**src/rtl/cache_arbiter_pkg.sv**
```systemverilog
// rtl/cache_arbiter_pkg.sv - shared cache types: arbiter states, grant owner, line width default
package cache_arbiter_pkg;

    localparam int S_LINE_DEFAULT = 256;

    typedef enum logic [1:0] {
        ARB_IDLE    = 2'd0,
        ARB_SERVE_I = 2'd1,
        ARB_SERVE_D = 2'd2,
        ARB_RESP    = 2'd3
    } arb_state_t;

    typedef enum logic {
        GRANT_I = 1'b0,
        GRANT_D = 1'b1
    } grant_t;

endpackage

```
**src/rtl/cache_arbiter_if.sv**
```systemverilog
// rtl/cache_arbiter_if.sv - I-cache, D-cache and memory buses of the cache arbiter
interface cache_arbiter_if
    import cache_arbiter_pkg::*;
#(
    parameter int s_line = S_LINE_DEFAULT
);
    logic              i_read;
    logic [31:0]       i_addr;
    logic [s_line-1:0] i_rdata;
    logic              i_resp;

    logic              d_read;
    logic              d_write;
    logic [31:0]       d_addr;
    logic [s_line-1:0] d_wdata;
    logic [s_line-1:0] d_rdata;
    logic              d_resp;

    logic              mem_read;
    logic              mem_write;
    logic [31:0]       mem_addr;
    logic [s_line-1:0] mem_wdata;
    logic [s_line-1:0] mem_rdata;
    logic              mem_resp;

    modport slave (
        input  i_read, i_addr, d_read, d_write, d_addr, d_wdata, mem_rdata, mem_resp,
        output i_rdata, i_resp, d_rdata, d_resp, mem_read, mem_write, mem_addr, mem_wdata
    );

    modport master (
        output i_read, i_addr, d_read, d_write, d_addr, d_wdata, mem_rdata, mem_resp,
        input  i_rdata, i_resp, d_rdata, d_resp, mem_read, mem_write, mem_addr, mem_wdata
    );
endinterface

```
**src/rtl/cache_arbiter.sv**
```systemverilog
// rtl/cache_arbiter.sv - round-robin arbiter sharing one memory port between I- and D-cache
module cache_arbiter
    import cache_arbiter_pkg::*;
#(
    parameter int s_line = S_LINE_DEFAULT
) (
    input  logic           clk,
    input  logic           rst,
    cache_arbiter_if.slave bus
);
    arb_state_t        state_q, state_d;
    grant_t            last_grant_q, last_grant_d;
    logic              mem_read_q, mem_read_d;
    logic              mem_write_q, mem_write_d;
    logic [31:0]       addr_q, addr_d;
    logic [s_line-1:0] wdata_q, wdata_d;
    logic [s_line-1:0] line_q, line_d;

    always_ff @(posedge clk or posedge rst) begin
        if (rst) begin
            state_q      <= ARB_IDLE;
            last_grant_q <= GRANT_I;
            mem_read_q   <= 1'b0;
            mem_write_q  <= 1'b0;
            addr_q       <= '0;
            wdata_q      <= '0;
            line_q       <= '0;
        end else begin
            state_q      <= state_d;
            last_grant_q <= last_grant_d;
            mem_read_q   <= mem_read_d;
            mem_write_q  <= mem_write_d;
            addr_q       <= addr_d;
            wdata_q      <= wdata_d;
            line_q       <= line_d;
        end
    end

    always_comb begin
        logic i_req, d_req, grant_i, grant_d;
        state_d      = state_q;
        last_grant_d = last_grant_q;
        mem_read_d   = mem_read_q;
        mem_write_d  = mem_write_q;
        addr_d       = addr_q;
        wdata_d      = wdata_q;
        line_d       = line_q;
        i_req        = bus.i_read;
        d_req        = bus.d_read | bus.d_write;
        grant_i      = 1'b0;
        grant_d      = 1'b0;

        case (state_q)
            ARB_IDLE: begin
                // On a tie the client that did not win last time goes next
                if (i_req && d_req) begin
                    grant_d = (last_grant_q == GRANT_I);
                    grant_i = (last_grant_q == GRANT_D);
                end else begin
                    grant_i = i_req;
                    grant_d = d_req;
                end
                if (grant_i) begin
                    state_d     = ARB_SERVE_I;
                    addr_d      = bus.i_addr;
                    mem_read_d  = 1'b1;
                    mem_write_d = 1'b0;
                end
                if (grant_d) begin
                    state_d     = ARB_SERVE_D;
                    addr_d      = bus.d_addr;
                    mem_read_d  = ~bus.d_write;
                    mem_write_d = bus.d_write;
                    if (bus.d_write) begin
                        wdata_d = bus.d_wdata;
                    end
                end
            end
            ARB_SERVE_I, ARB_SERVE_D: begin
                if (bus.mem_resp) begin
                    line_d       = bus.mem_rdata;
                    last_grant_d = (state_q == ARB_SERVE_D) ? GRANT_D : GRANT_I;
                    mem_read_d   = 1'b0;
                    mem_write_d  = 1'b0;
                    state_d      = ARB_RESP;
                end
            end
            ARB_RESP: state_d = ARB_IDLE;
            default:  state_d = ARB_IDLE;
        endcase
    end

    // last_grant already names the owner of the transaction completing in RESP
    assign bus.i_resp    = (state_q == ARB_RESP) && (last_grant_q == GRANT_I);
    assign bus.d_resp    = (state_q == ARB_RESP) && (last_grant_q == GRANT_D);
    assign bus.i_rdata   = line_q;
    assign bus.d_rdata   = line_q;
    assign bus.mem_read  = mem_read_q;
    assign bus.mem_write = mem_write_q;
    assign bus.mem_addr  = addr_q;
    assign bus.mem_wdata = wdata_q;
endmodule

```
**src/flat_wrapper.sv**
```systemverilog
// flat-port wrapper written by rule: the top's interface ports become plain ports
module cache_arbiter_flat import cache_arbiter_pkg::*;
#(
    parameter int s_line = S_LINE_DEFAULT
)
  (clk, rst, bus_i_read, bus_i_addr, bus_d_read, bus_d_write, bus_d_addr, bus_d_wdata, bus_mem_rdata, bus_mem_resp, bus_i_rdata, bus_i_resp, bus_d_rdata, bus_d_resp, bus_mem_read, bus_mem_write, bus_mem_addr, bus_mem_wdata);
  cache_arbiter_if #(.s_line(s_line)) bus_i ();
  input  logic clk;
  input  logic rst;
  input wire logic [$bits(bus_i.i_read)-1:0] bus_i_read;
  input wire logic [$bits(bus_i.i_addr)-1:0] bus_i_addr;
  input wire logic [$bits(bus_i.d_read)-1:0] bus_d_read;
  input wire logic [$bits(bus_i.d_write)-1:0] bus_d_write;
  input wire logic [$bits(bus_i.d_addr)-1:0] bus_d_addr;
  input wire logic [$bits(bus_i.d_wdata)-1:0] bus_d_wdata;
  input wire logic [$bits(bus_i.mem_rdata)-1:0] bus_mem_rdata;
  input wire logic [$bits(bus_i.mem_resp)-1:0] bus_mem_resp;
  output wire logic [$bits(bus_i.i_rdata)-1:0] bus_i_rdata;
  output wire logic [$bits(bus_i.i_resp)-1:0] bus_i_resp;
  output wire logic [$bits(bus_i.d_rdata)-1:0] bus_d_rdata;
  output wire logic [$bits(bus_i.d_resp)-1:0] bus_d_resp;
  output wire logic [$bits(bus_i.mem_read)-1:0] bus_mem_read;
  output wire logic [$bits(bus_i.mem_write)-1:0] bus_mem_write;
  output wire logic [$bits(bus_i.mem_addr)-1:0] bus_mem_addr;
  output wire logic [$bits(bus_i.mem_wdata)-1:0] bus_mem_wdata;
  assign bus_i.i_read = bus_i_read;
  assign bus_i.i_addr = bus_i_addr;
  assign bus_i.d_read = bus_d_read;
  assign bus_i.d_write = bus_d_write;
  assign bus_i.d_addr = bus_d_addr;
  assign bus_i.d_wdata = bus_d_wdata;
  assign bus_i.mem_rdata = bus_mem_rdata;
  assign bus_i.mem_resp = bus_mem_resp;
  assign bus_i_rdata = bus_i.i_rdata;
  assign bus_i_resp = bus_i.i_resp;
  assign bus_d_rdata = bus_i.d_rdata;
  assign bus_d_resp = bus_i.d_resp;
  assign bus_mem_read = bus_i.mem_read;
  assign bus_mem_write = bus_i.mem_write;
  assign bus_mem_addr = bus_i.mem_addr;
  assign bus_mem_wdata = bus_i.mem_wdata;
  cache_arbiter #(.s_line(s_line)) u_core (.clk(clk), .rst(rst), .bus(bus_i));
endmodule
```
**config.mk**
```make
export PLATFORM = sky130hd
export DESIGN_NAME = cache_arbiter_flat
export DESIGN_NICKNAME = d
export VERILOG_FILES = /design/src/rtl/cache_arbiter_pkg.sv /design/src/rtl/cache_arbiter_if.sv /design/src/rtl/cache_arbiter.sv /design/src/flat_wrapper.sv
export SDC_FILE = /design/constraint.sdc
export NUM_CORES = 1
export LEC_CHECK = 0
export BUFFER_PORTS_ARGS = -buffer_cell sky130_fd_sc_hd__buf_4
export CORE_AREA = 5 5 531 533
export CTS_CLUSTER_SIZE = 40
export DETAILED_ROUTE_END_ITERATION = 7
export DIE_AREA = 0 0 536 538
export PLACE_DENSITY_LB_ADDON = 0.2
export SLEW_MARGIN = 20
export SYNTH_ARGS = -nofsm -noshare
export SYNTH_HDL_FRONTEND = slang
export SYNTH_SLANG_ARGS = --single-unit
```
**constraint.sdc**
```tcl
create_clock -name clk -period 15.86 [get_ports clk]
set_clock_uncertainty 0.2 [all_clocks]
set_input_delay 1.586 -clock clk [delete_from_list [all_inputs] [get_ports clk]]
set_output_delay 1.586 -clock clk [all_outputs]
set_load 0.02 [all_outputs]
```
Word level (Yosys, flattened, before mapping):

Index checks and enable logic that the tools add are counted.

* equal/unequal tests: 5
* mux-type cells: 18
* bitwise operators: 3
* reduce and logical (&&, ||, !) cells: 12

Operator list (number)
* two-way mux 32 bit: 2
* two-way mux 1 bit: 10
* two-way mux 2 bit: 3
* one-hot mux 2 bit (3 select lines): 1
* AND reduction 2 bit: 3
* AND reduction 3 bit: 2
* equality test 2 bit, second input constant: 2
* one-hot mux 1 bit (2 select lines): 2
* nonzero test 2 bit: 2
* logical AND 1 bit: 3
* inequality test 3 x 1 -> 1 bit, second input constant: 1
* equality test 2 x 1 -> 1 bit, second input constant: 1
* logical NOT 2 bit: 1
* inequality test 2 bit, second input constant: 1
* inverter 1 bit: 2
* OR reduction 2 bit: 1
* OR 1 bit: 1

* register bits after elaboration: 549
* input port bits: 582
* output and inout bits: 804
* logic and storage cells: 45

Longest topological paths before layout:

Gate-level depths: netlist of the first run.

* depth after elaboration: 7
* mapped depth: 6

Least setup slack after synthesis of the first run:

No wires, ideal clock.

* kind: in2reg
* start: input bus_mem_resp
* end: register u_core.line_q[100], in the netlist u_core.bus.d_rdata[100]
* arrival time: 2487 ps
* required time: 15535 ps
* slack: 13048 ps
* cell stages on the path: 4
* path buffers: 2
* cell sequence: nand2_1 -> clkbuf_1 -> buf_2 -> mux2_2

* longest elaborated chain between the ends: 1

RTL lines
* start: declaration: RTL line flat_wrapper.sv:17 `input wire logic [$bits(bus_i.mem_resp)-1:0] bus_mem_resp;`
* AND reduction 2 bit (no line)
* end signal: assignment: RTL line cache_arbiter.sv:35 `line_q <= line_d;`
* end: declaration: RTL line cache_arbiter.sv:17 `logic [s_line-1:0] line_q, line_d;`

Every way passes these cells.
A chain may end at the register's enable or synchronous reset.

Worst setup path in the final report of the first run:

* start: input bus_d_write
* end: register u_core.wdata_q[93], in the netlist u_core.bus.mem_wdata[93]

* longest elaborated chain between the ends: 5

RTL lines
* start: declaration: RTL line flat_wrapper.sv:13 `input wire logic [$bits(bus_i.d_write)-1:0] bus_d_write;`
* OR 1 bit: RTL line cache_arbiter.sv:49 `d_req = bus.d_read | bus.d_write;`
* logical AND 1 bit: RTL line cache_arbiter.sv:56 `if (i_req && d_req) begin`
* two-way mux 1 bit: RTL line cache_arbiter.sv:56
* two-way mux 1 bit: RTL line cache_arbiter.sv:53 `case (state_q)`
* AND reduction 3 bit (no line) (*)
* end signal: assignment: RTL line cache_arbiter.sv:34 `wdata_q <= wdata_d;`
* end: declaration: RTL line cache_arbiter.sv:16 `logic [s_line-1:0] wdata_q, wdata_d;`

Every way passes the cells marked *; elsewhere a longest branch is shown, timed or not. The select of a mux whose other input is x is not followed.

==> metrics.yaml, run 1 <==
final_max_slew_viol_count: 0
drt-met1-wl_mm: 60.9
reg2regPathDepth: 7
critPathMostFrequentCell: "buf_4"
num_io_pins: 1386
cts_buffer_depth: 3
cts_setup_buffers: 0
nFillCells: 31000
fp.dieH_um: 538
drc: 0
vias_per_cell: 2.68
ant_nets: 0
initial_core_util_pct: 8.58
wl_met2_mm: 85.0
max_slew_margin_pct: 35.6
area_delta_synth_final_pct: 65.5
place_ws_ns: 10.66
yosysMostFrequentCell: "dfrtp_1"
yosysSeqAreaShare_pct: 58.0
wl_mm: 174
ctsHoldBuffers: 0
arrival_ns: 4.55
fin_ws_ns: 11.64
fin_crit_ns: 4.22
critPathMaxStageDelay_ns: 0.79
async_flop_share_pct: 100
rsz0062_at_grt: "no"
crit_start: "bus_d_write"
die_area_um2: 288000
synth_warnings: 0
worstMarginPinSlew_ns: 0.966
crit_end: "u_core.bus.mem_wdata[93]"
drtIter0Drc: 691
worst_path_max_delay_cell: "buf_4"
synth_area_leaders: "dfrtp_1, mux2_4, mux2_2"
r2r-end: "u_core.bus.d_rdata[126]"
place.gp.congestion: 0.827
tns_ns: 0
synth_top_area_cell: "dfrtp_1"
hpwl_mm: 150
fin_crit_sh_pct: 26.6
path_class: "input pin to flop"
ys_ff_latch: 549
rows: 193
top_layer: "met5"
vias: 17300
clkSinkCount: 549
fin_util_pct: 14.2
p_total_uw: 9920
power_leakage_uw: 0.0184
worst_ep_required_time_ns: 16.19
clk_pin_slew_ns: 0.06
holdWs_ns: 0.285
ys.flop_type: "dfrtp_1"
end_kind: "flop"
nNetsFinal: 3259
grt_pass1_wl_mm: 213
cts_resized: 0
cts-buffers-inserted: 78
grt_pass1_vias: 18100
hold_violations: 0
core_area_um2: 276000
yosys.area.top_type_share_pct: 58.0
synth_edf_count: 0
layout-drive-gt1-share_pct: 75.0
crit_chain: "buf_4, a21boi_2, nand2_8, buf_4, buf_4, mux2_4"
reg2reg_slack_ns: 11.80
hold_depth: 2
fp.dieW_um: 536
grt_max_degree: 121
status: "complete, no violations"
crit_fanout: 73
overflow: 0
ir_drop_mv: 0.0998
hold_class: "flop to flop"
wl_met3_mm: 22.1
synth_cell_types: 22
fmax_mhz: 237
grt_usage_pct: 11.4
wl_per_cell_um: 26.9
htreeDepth: 3
synth.cell_area_um2: 23700
synth_fp_nets: 2094
cellPowerDensity_nw_per_um2: 253
drtPass1Iterations: 4
clock_latency_ns: 0.68
critPathLaunchType: "input pin"
cts_root_buffer: "clkbuf_16"
antenna_found_initial: 125
synthTopCellsByCount: "dfrtp_1, mux2_2, buf_4, mux2_4, mux2i_1"
cts_tree: "yes"
max_cap_viol_count: 0
syn_area_per_cell_um2: 15.7
io_buffer_count: 1385
syn-instance-count: 1507
r2r_start: "u_core.state_q[0]"
setup_viol: 0
[worst min-delay path by stage]
stage                                        from  slack [ns]                       to
final                     u_core.bus.mem_addr[21]        0.28  u_core.bus.mem_addr[21]
after global routing       u_core.bus.mem_addr[3]        0.31   u_core.bus.mem_addr[3]
after CTS                 u_core.bus.mem_addr[18]        0.29  u_core.bus.mem_addr[18]
after detailed placement  u_core.bus.mem_addr[21]        0.28  u_core.bus.mem_addr[21]
after global placement     u_core.bus.mem_addr[5]        0.27   u_core.bus.mem_addr[5]
after floorplan                 u_core.state_q[0]        0.34        u_core.state_q[0]
[cell families (layout without fill, tap and decap cells)]
kind of cell	after synthesis	in the layout	synth area share, %
and+or+nand+nor	41	41	0.708
buffers and inverters	324	1550	10.3
muxes	550	550	29.8
adders and majority gates	5	5	0.264
DFF	549	549	58.0
AOI/OAI and AO/OA	38	38	0.914
other	0	25	0
[per-layer routing]
metal	global-route usage (%)	up-vias
met4	3.39	92
li1	-	7337
met5	0	-
met2	19.8	1119
met1	12.0	8427
met3	6.03	321
[power breakdown]
part,internal [uW],switching (uW),total (uW)
registers,2130,738,2870
logic,2370,2880,5240
clock network,1040,766,1810
[registers in the layout, indices dropped and copies added, names as in the netlist]
signal,flops
u_core.bus.d_rdata,256
u_core.bus.mem_wdata,256
u_core.bus.mem_addr,32
u_core.state_q,2
u_core.bus.mem_read,1
u_core.bus.mem_write,1
u_core.last_grant_q,1
[per-stage QoR]
stage	instance area, um^2	cells
after global routing	39100	6442
after CTS	39100	6438
after global placement	36500	6297
after floorplan	23700	1507
final	39200	6463
after detailed placement	36500	6297
[area by class of cell]
type | count | area [um^2] | area share [%]
tap | 3705 | 4640 | 11.8
clock inverter | 22 | 264 | 0.674
inverter | 3 | 15.0 | 0.0383
sequential | 549 | 13700 | 35.1
timing repair buffer | 1406 | 10600 | 27.0
clock buffer | 119 | 2350 | 5.99
antenna | 25 | 62.6 | 0.160
multi-input combinational | 634 | 7540 | 19.2
[cells in the final DEF (no fill, tap or decap), types with 2 or more instances in the layout]
cell type	n
mux2_4	240
a21oi_1	2
clkbuf_1	18
inv_1	2
mux2i_1	34
nor2_1	2
mux2_2	276
buf_12	2
clkinvlp_4	3
nor2b_1	3
ha_1	5
inv_6	2
nand2_1	32
clkinv_16	3
clkinv_4	2
dfrtp_1	549
buf_4	1404
clkbuf_8	22
clkbuf_16	79
o21ai_0	32
diode_2	25
clkinv_8	3
clkinv_2	9
[worst max-delay path: cells and delay by family]
family                 cells  cell delay, ns
AOI/OAI and AO/OA          1            0.20
buffers and inverters      3            1.55
muxes                      1            0.35
and+or+nand+nor            1            0.61
Power figures use the tool's default switching activity.
==> run 2: changes to the inputs <==
- ABC_AREA: unset -> 1
- CORE_AREA: 5 5 531 533 -> 5 5 539 541
- DIE_AREA: 0 0 536 538 -> 0 0 544 546
- clock period: 15.86 -> 3.7 ns (I/O delays scaled with it)
==> metrics.yaml, run 2 <==
status: "complete, no violations"
ir_drop_mv: 0.442
place.gp.congestion: 0.823
antenna_found_initial: 124
rsz0062_at_grt: "no"
synth_top_area_cell: "dfrtp_1"
wl_mm: 180
fp.dieH_um: 546
yosysMostFrequentCell: "dfrtp_1"
drtPass1Iterations: 5
drtIter0Drc: 1117
ys.flop_type: "dfrtp_1"
grt_pass1_vias: 23600
max_cap_viol_count: 0
grt_usage_pct: 11.6
syn-instance-count: 2202
grt_pass1_wl_mm: 233
cts_setup_buffers: 0
power_leakage_uw: 0.0229
path_class: "flop to flop"
synthTopCellsByCount: "dfrtp_1, nand2_1, inv_1, buf_4, o21ai_0"
cts_buffer_depth: 4
cts_tree: "yes"
ys_ff_latch: 549
synth_cell_types: 20
synth_area_leaders: "dfrtp_1, mux2_4, buf_4"
core_area_um2: 284000
fin_cells: 7797
setup_viol: 0
grt_max_degree: 133
cts-buffers-inserted: 86
initial_core_util_pct: 8.57
fp.dieW_um: 544
mostFrequentLayoutCells: "buf_4, dlygate4sd3_1, dfrtp_1"
htreeDepth: 3
arrival_ns: 3.65
clock_latency_ns: 0.75
vias_per_cell: 2.89
hold_class: "input pin to flop"
synth_edf_count: 0
clk_pin_slew_ns: 0.06
cellPowerDensity_nw_per_um2: 939
hpwl_mm: 153
yosys.area.top_type_share_pct: 56.3
placed_cells: 7041
critPathLaunchType: "flop"
layout-drive-gt1-share_pct: 45.4
crit_fanout: 5
fin_crit_ns: 3.16
fin_util_pct: 16.2
hold_violations: 0
syn_area_per_cell_um2: 11.1
die_area_um2: 297000
synth.cell_area_um2: 24400
worstMarginPinSlew_ns: 0.777
worst_ep_required_time_ns: 4.19
fmax_mhz: 316
fin_crit_sh_pct: 85.5
max_slew_margin_pct: 48.1
synth_fp_nets: 2789
synth_warnings: 0
layout_commonest_cell: "buf_4"
cts_resized: 0
cts_root_buffer: "clkbuf_16"
rows: 196
nNetsFinal: 4547
overflow: 0
ctsHoldBuffers: 593
vias: 22600
ant_nets: 0
async_flop_share_pct: 100
final_max_slew_viol_count: 0
drc: 0
clkSinkCount: 549
io_buffer_count: 1385
tns_ns: 0
yosysSeqAreaShare_pct: 56.3
num_io_pins: 1386
wl_per_cell_um: 23.1
area_delta_synth_final_pct: 89.5
end_kind: "flop"
[run 2: area by class of cell]
cell class                 count  area, um^2
fill                       32000      238000
multi-input combinational    967        6880
timing repair buffer        2022       16800
inverter                     334        1260
antenna                       17        42.5
sequential                   549       13700
clock buffer                 116        2420
clock inverter                30         368
tap                         3762        4710
[run 2: worst max-delay path, stage by stage (launching register included)]
cell and delay (ns):
dfrtp_1 0.41, inv_1 0.11, ha_1 0.42, a21oi_1 0.15
dlygate4sd3_1 0.56, nand4_1 0.07, dlygate4sd3_1 0.57, nand2_1 0.06
dlygate4sd3_1 0.54
[run 2: power breakdown]
group          switching [uW]  leakage [uW]  total [uW]  internal, uW
logic                   12800        0.0149       22900         10100
registers                3190       0.00665       12200          9010
clock network            3330       0.00138        8330          5000
[run 2: final timing paths]
check                                         from                        end  slack (ns)  cells after the start
setup / recovery                 u_core.state_q[0]        u_core.bus.mem_read        0.54                      8
hold / removal                   bus_mem_rdata[74]     u_core.bus.d_rdata[74]        0.17                      3
setup reg to reg                 u_core.state_q[0]        u_core.bus.mem_read        0.54                      8
hold reg to reg            u_core.bus.mem_addr[11]    u_core.bus.mem_addr[11]        0.28                      2
max in group asynchronous                      rst  u_core.bus.mem_wdata[201]        2.11                      4
min in group asynchronous                      rst    u_core.bus.mem_wdata[7]        0.44                      4
[run 2: layer usage]
| layer | GRT usage [%] | vias to the layer above | share of wire, % |
|---|---|---|---|
| met2 | 19.0 | 1253 | 45 |
| met4 | 2.86 | 44 | 3.2 |
| met1 | 13.9 | 10700 | 41 |
| met3 | 5.00 | 333 | 11 |
| met5 | 0 | - | 0.15 |
| li1 | - | 10200 | - |
[run 2: logic make-up (layout without fill, tap and decap cells)]
family                     count (synthesis)  in the layout  synth area share [%]
buffers and inverters                    686           2502                  15.6
other                                      0             17                     0
DFF                                      549            549                  56.3
AOI/OAI and AO/OA                        258            258                  5.32
adders and majority gates                  5              5                 0.257
muxes                                    257            257                  15.4
and+or+nand+nor                          447            447                  7.13
[run 2: metrics by stage]
stage                     total power, uW  setup WS, ns  cell area, um^2  hold slack, ns
after floorplan                     24400         -4.34            24400           0.304
after global placement              34600          1.11            37400           0.266
after detailed placement            34700          1.02            37400           0.268
after global routing                45900         0.356            46200          0.0919
final                               43400         0.536            46200           0.167
after CTS                           44400         0.574            46200          0.0688
